--- src/rtl/seg_scan_sched.sv ---
// seg_scan_sched: scan scheduler for an NDIG-digit multiplexed 7-segment bank.
// Time-shares one segment bus in FREQ-clock slots, applies brightness duty and
// blanking, and double-buffers frame updates so they take effect only at frame
// boundaries.
module seg_scan_sched #(
  parameter int NDIG    = 4,
  parameter int FREQ    = 5000,
  parameter int CBITS   = 13,
  parameter int BR_BITS = 3
) (
  input  logic                    clk,
  input  logic                    rst_n,
  input  logic                    upd_valid,
  output logic                    upd_ready,
  input  logic [7*NDIG-1:0]       upd_data,
  input  logic [BR_BITS-1:0]      bright,
  input  logic                    blank,
  output logic [6:0]              segment,
  output logic [NDIG-1:0]         digit_en,
  output logic [$clog2(NDIG)-1:0] digit_idx,
  output logic                    slot_tick,
  output logic                    frame_tick
);

  localparam int IW = $clog2(NDIG);
  localparam int OW = CBITS + BR_BITS + 1;

  localparam logic [CBITS-1:0] CNT_LAST = CBITS'(FREQ - 1);
  localparam logic [IW-1:0]    IDX_LAST = IW'(NDIG - 1);

  logic [CBITS-1:0]         cnt, cnt_n;
  logic [IW-1:0]            idx, idx_n;
  logic [BR_BITS-1:0]       br_lat, br_n;
  logic [NDIG-1:0][6:0]     active, active_n, pend;
  logic                     pend_full, pend_full_n;
  logic                     wrap, boundary, commit, accept;
  logic [OW-1:0]            on_time;
  logic                     lit_n;
  logic [NDIG-1:0]          en_n;

  assign upd_ready = !pend_full;

  // Next-state of the scan position, brightness latch and frame buffers.
  always_comb begin
    wrap        = (cnt == CNT_LAST);
    boundary    = wrap && (idx == IDX_LAST);
    commit      = boundary && pend_full;
    accept      = upd_valid && !pend_full;
    cnt_n       = wrap ? '0 : cnt + 1'b1;
    idx_n       = idx;
    if (wrap) idx_n = (idx == IDX_LAST) ? '0 : idx + 1'b1;
    br_n        = (cnt == '0) ? bright : br_lat;
    active_n    = commit ? pend : active;
    pend_full_n = pend_full;
    if (commit)      pend_full_n = 1'b0;
    else if (accept) pend_full_n = 1'b1;
    // Lit duration per slot; the all-ones code yields exactly FREQ.
    on_time     = ((OW'(br_n) + OW'(1)) * OW'(FREQ)) >> BR_BITS;
    lit_n       = !blank && (OW'(cnt_n) < on_time);
  end

  // One-hot digit enable of the upcoming cycle, one bit per digit.
  for (genvar g = 0; g < NDIG; g++) begin : g_en
    assign en_n[g] = lit_n && (idx_n == IW'(g));
  end

  // Scan position, brightness latch and active frame.
  always_ff @(posedge clk or negedge rst_n) begin
    if (!rst_n) begin
      cnt    <= '0;
      idx    <= '0;
      br_lat <= '0;
      active <= '0;
    end else begin
      cnt    <= cnt_n;
      idx    <= idx_n;
      br_lat <= br_n;
      active <= active_n;
    end
  end

  // Pending frame buffer; data is captured on accept, freed on commit.
  always_ff @(posedge clk or negedge rst_n) begin
    if (!rst_n) begin
      pend      <= '0;
      pend_full <= 1'b0;
    end else begin
      pend_full <= pend_full_n;
      if (accept) pend <= upd_data;
    end
  end

  // Pad outputs registered from next-state so they match the state of their cycle.
  always_ff @(posedge clk or negedge rst_n) begin
    if (!rst_n) begin
      segment    <= '0;
      digit_en   <= '0;
      digit_idx  <= '0;
      slot_tick  <= 1'b0;
      frame_tick <= 1'b0;
    end else begin
      segment    <= lit_n ? active_n[idx_n] : 7'd0;
      digit_en   <= en_n;
      digit_idx  <= idx_n;
      slot_tick  <= (cnt_n == CNT_LAST);
      frame_tick <= (cnt_n == CNT_LAST) && (idx_n == IDX_LAST);
    end
  end

endmodule

--- config.mk ---
export PLATFORM = sky130hd
export DESIGN_NAME = seg_scan_sched
export DESIGN_NICKNAME = d
export VERILOG_FILES = /design/src/rtl/seg_scan_sched.sv
export SDC_FILE = /design/constraint.sdc
export NUM_CORES = 1
export LEC_CHECK = 0
export CAP_MARGIN = 40
export CORE_MARGIN = 3
export CORE_UTILIZATION = 56
export DETAILED_ROUTE_END_ITERATION = 8
export PLACE_DENSITY = 0.82
export SLEW_MARGIN = 5
export SYNTH_ARGS = -nofsm -noshare
export SYNTH_HDL_FRONTEND = slang
export SYNTH_SLANG_ARGS = --single-unit
export TNS_END_PERCENT = 10
--- constraint.sdc ---
create_clock -name clk -period 6.2 [get_ports clk]
set_input_delay 1.24 -clock clk [delete_from_list [all_inputs] [get_ports clk]]
set_output_delay 1.24 -clock clk [all_outputs]
set_load 0.02 [all_outputs]
==> metrics.cfg <==
[clock_network]
root_buffer=clkbuf_8
cts.path.max_buffers=2
cts_tree=built
clk_latency_ns=0.36
clk_pin_slew_ns=0.08
clock_sinks=88
cts_buffers=9
cts-htree-levels=3

[run]
cap_viol_max_count=0

[grt]
gr-usage-met1=0.272
grt.total_usage=0.203
grt.overflow.total=0
antenna_found_initial=0
grtUsageMet3=0.0489
grt_max_degree=60
gr-usage-met2=0.332
grt_pass1_wl_um=13800
grt.busiest_layer=met2
grt_pass1_vias=2869

[cells_and_area]
fill_cells=527
area_growth_pct=19.0
nets=493
multi_input_area_sq_um=1950
register_area_sq_um=2200
mostFrequentLayoutCell=dfrtp_1
most-common-layout-cells=dfrtp_1 (88), clkdlybuf4s50_1 (49), inv_1 (40), mux2_2 (36), nor2_1 (34)
antennaDiodeCount=0
drive_gt1_frac=0.148

[timing]
fmaxAchievable_mhz=186
slew_headroom=0.423
tns_ns=0
period_minus_slack_ns=5.39
tightest_slew_ns=0.842
min_period_over_period=0.869
rsz0062_at_grt=false
skew_ns=0.00974
finalHoldViolCount=0
report.final.slew_viol_count=0
setup_viol=0

[critical_path]
reg2regPathDepth=22
rr_startpoint=cnt[0]
rr_endpoint=digit_en[1]
cp.arrival_ns=5.66
rrSetupSlack_ns=0.81
cp.required_ns=6.47
end_kind=flip-flop
critPathCapture=digit_en[1]
critPathLaunchType=flip-flop
critPathLaunch=cnt[0]
crit_fanout=11
crit_type=reg2reg

[routing]
vias=2944
detail-route-antenna-nets=0
vias_per_cell=5.55
drt_iter0_markers=138
drc=0
drt_wl_total_um=8420
wl_per_cell_um=15.9
drt_first_pass_iters=4

[pwr]
p_per_area_nw_per_um2=215
p_comb_frac=0.098
netSwitchingFraction=0.239
power.switching_uw=265
clkPwrFrac=0.351
seqPwrFrac=0.551
ir_drop_mv=0.192
total_power_uw=1110
leakage_uw=0.00277
internal_power_uw=847

[synth]
yosysSeqAreaShare=0.507
synthesis.area_sq_um=4340
syn_nets=438
ys_ff_latch=88
synth_warnings=0
synthDistinctLibCells=36
avgSynthCellArea_sq_um=11.7
syn_inst=371

[hold_path]
hold_class=reg2reg
holdCritStartpoint=active[6]

[floorplan]
ios=51
dieHeight_um=94.1
core_sq_um=7370
die_area_sq_um=8850
start_util=0.589
die_x_um=94.1
row_count=31

[placed_design]
place.gp.congestion=0.877
dp_hpwl_um=6090
io_buffer_count=50

[outcome]
status=finished, final reports clean

[what timing repair did]
item	4_1_cts	5_1_grt
gates resized for setup	0	1
hold buffers	0	0
buffers inserted	0	0
endpoints found under the setup margin	0	3
[layer usage]
metal / share of wire / up-vias
li1: - / 1389
met1: 0.44 / 1464
met3: 0.046 / 13
met5: 0 / -
met2: 0.50 / 78
met4: 0.013 / 0
[sequential cells by signal, summed over array words and instances, names as in the netlist]
signal / flops
active: 28
br_lat: 3
cnt: 13
digit_en: 4
digit_idx: 2
frame_tick: 1
pend: 28
pend_full: 1
segment: 7
slot_tick: 1
[worst min path at each step]
| stage | end | cells after the start |
|---|---|---|
| global route | active[6] | 2 |
| floorplan | active[0] | 2 |
| CTS | active[11] | 2 |
| global placement | active[5] | 2 |
| finish | active[6] | 2 |
| detailed placement | active[11] | 2 |
[per-stage QoR]
stage / setup WS [ns] / hold WS [ns] / utilization / cell area [sq um] / cells
floorplan: 1.35 / 0.451 / - / 4340 / 371
global route: 0.243 / 0.518 / 0.701 / 5160 / 530
global placement: 0.584 / 0.465 / 0.670 / 4930 / 513
CTS: 0.562 / 0.494 / 0.700 / 5160 / 530
detailed placement: 0.293 / 0.475 / 0.673 / 4960 / 514
finish: 0.813 / 0.489 / 0.701 / 5160 / 530
[critical path, cell delays in order, from the launching register on]
cell and delay (ns):
dfrtp_1 0.43, inv_1 0.10, ha_1 0.15, nor4b_1 0.30, nand4_2 0.30, mux2_4 0.42
ha_1 0.24, xnor2_2 0.36, fa_1 0.49, inv_1 0.07, ha_1 0.23, ha_1 0.30
nand4_1 0.11, a21oi_1 0.07, nor2b_1 0.23, nor2_1 0.10, xor2_1 0.17, ha_1 0.29
nand3_1 0.09, nor3_1 0.06, a211oi_1 0.22, nand3_1 0.35, nor2_1 0.22
[cells in the mapped netlist]
cell type,instances,area (sq um)
nor4b_1,2,17.5
a21o_1,4,30.0
xnor2_1,13,114
mux2_4,1,15.0
nor2_1,34,128
nor4_2,1,12.5
buf_2,4,20.0
and3_1,5,31.3
nand2b_1,1,6.26
ha_1,30,375
o22ai_1,14,87.6
buf_6,1,11.3
inv_1,40,150
dfrtp_1,88,2200
xor2_1,3,26.3
nand3_1,11,55.1
nor4_4,1,21.3
nor3_1,4,20.0
nand4_1,4,25.0
clkbuf_1,4,15.0
fa_1,2,40.0
nand2_1,8,30.0
mux2i_1,30,300
o311ai_1,1,8.76
mux2_2,36,405
or4_1,1,7.51
nor2b_1,4,25.0
and4_2,1,10.0
nand4_2,1,12.5
and3_2,1,7.51
a211oi_1,2,15.0
or2_2,1,6.26
and4_1,4,35.0
o21a_1,2,15.0
a21oi_1,8,40.0
o21ai_0,4,20.0
[cell type report]
type | count | share of cell area
Clock inverter | 6 | 0.0131
Clock buffer | 10 | 0.0247
Sequential cell | 88 | 0.426
Multi-Input combinational cell | 234 | 0.378
Inverter | 40 | 0.0291
Timing Repair Buffer | 53 | 0.105
Tap cell | 99 | 0.0240
[power by group through the flow]
stage	clock network [uW]	registers, uW	logic [uW]
after global routing	420	616	123
after detailed placement	0	624	109
final	391	612	109
after CTS	399	612	110
after global placement	0	623	101
after floorplan	0	619	60.1
[cells by family (layout without fill, tap and decap cells)]
kind of cell	after synthesis	count (layout)	synth area share
DFF	88	88	0.507
muxes	67	67	0.166
buffers and inverters	49	109	0.0452
xor gates and xnor gates	16	16	0.0323
and+or+nand+nor	84	84	0.104
AOI/OAI and AO/OA	35	35	0.0499
adders and majority gates	32	32	0.0957
No activity file was read; power rests on OpenSTA's default activity.
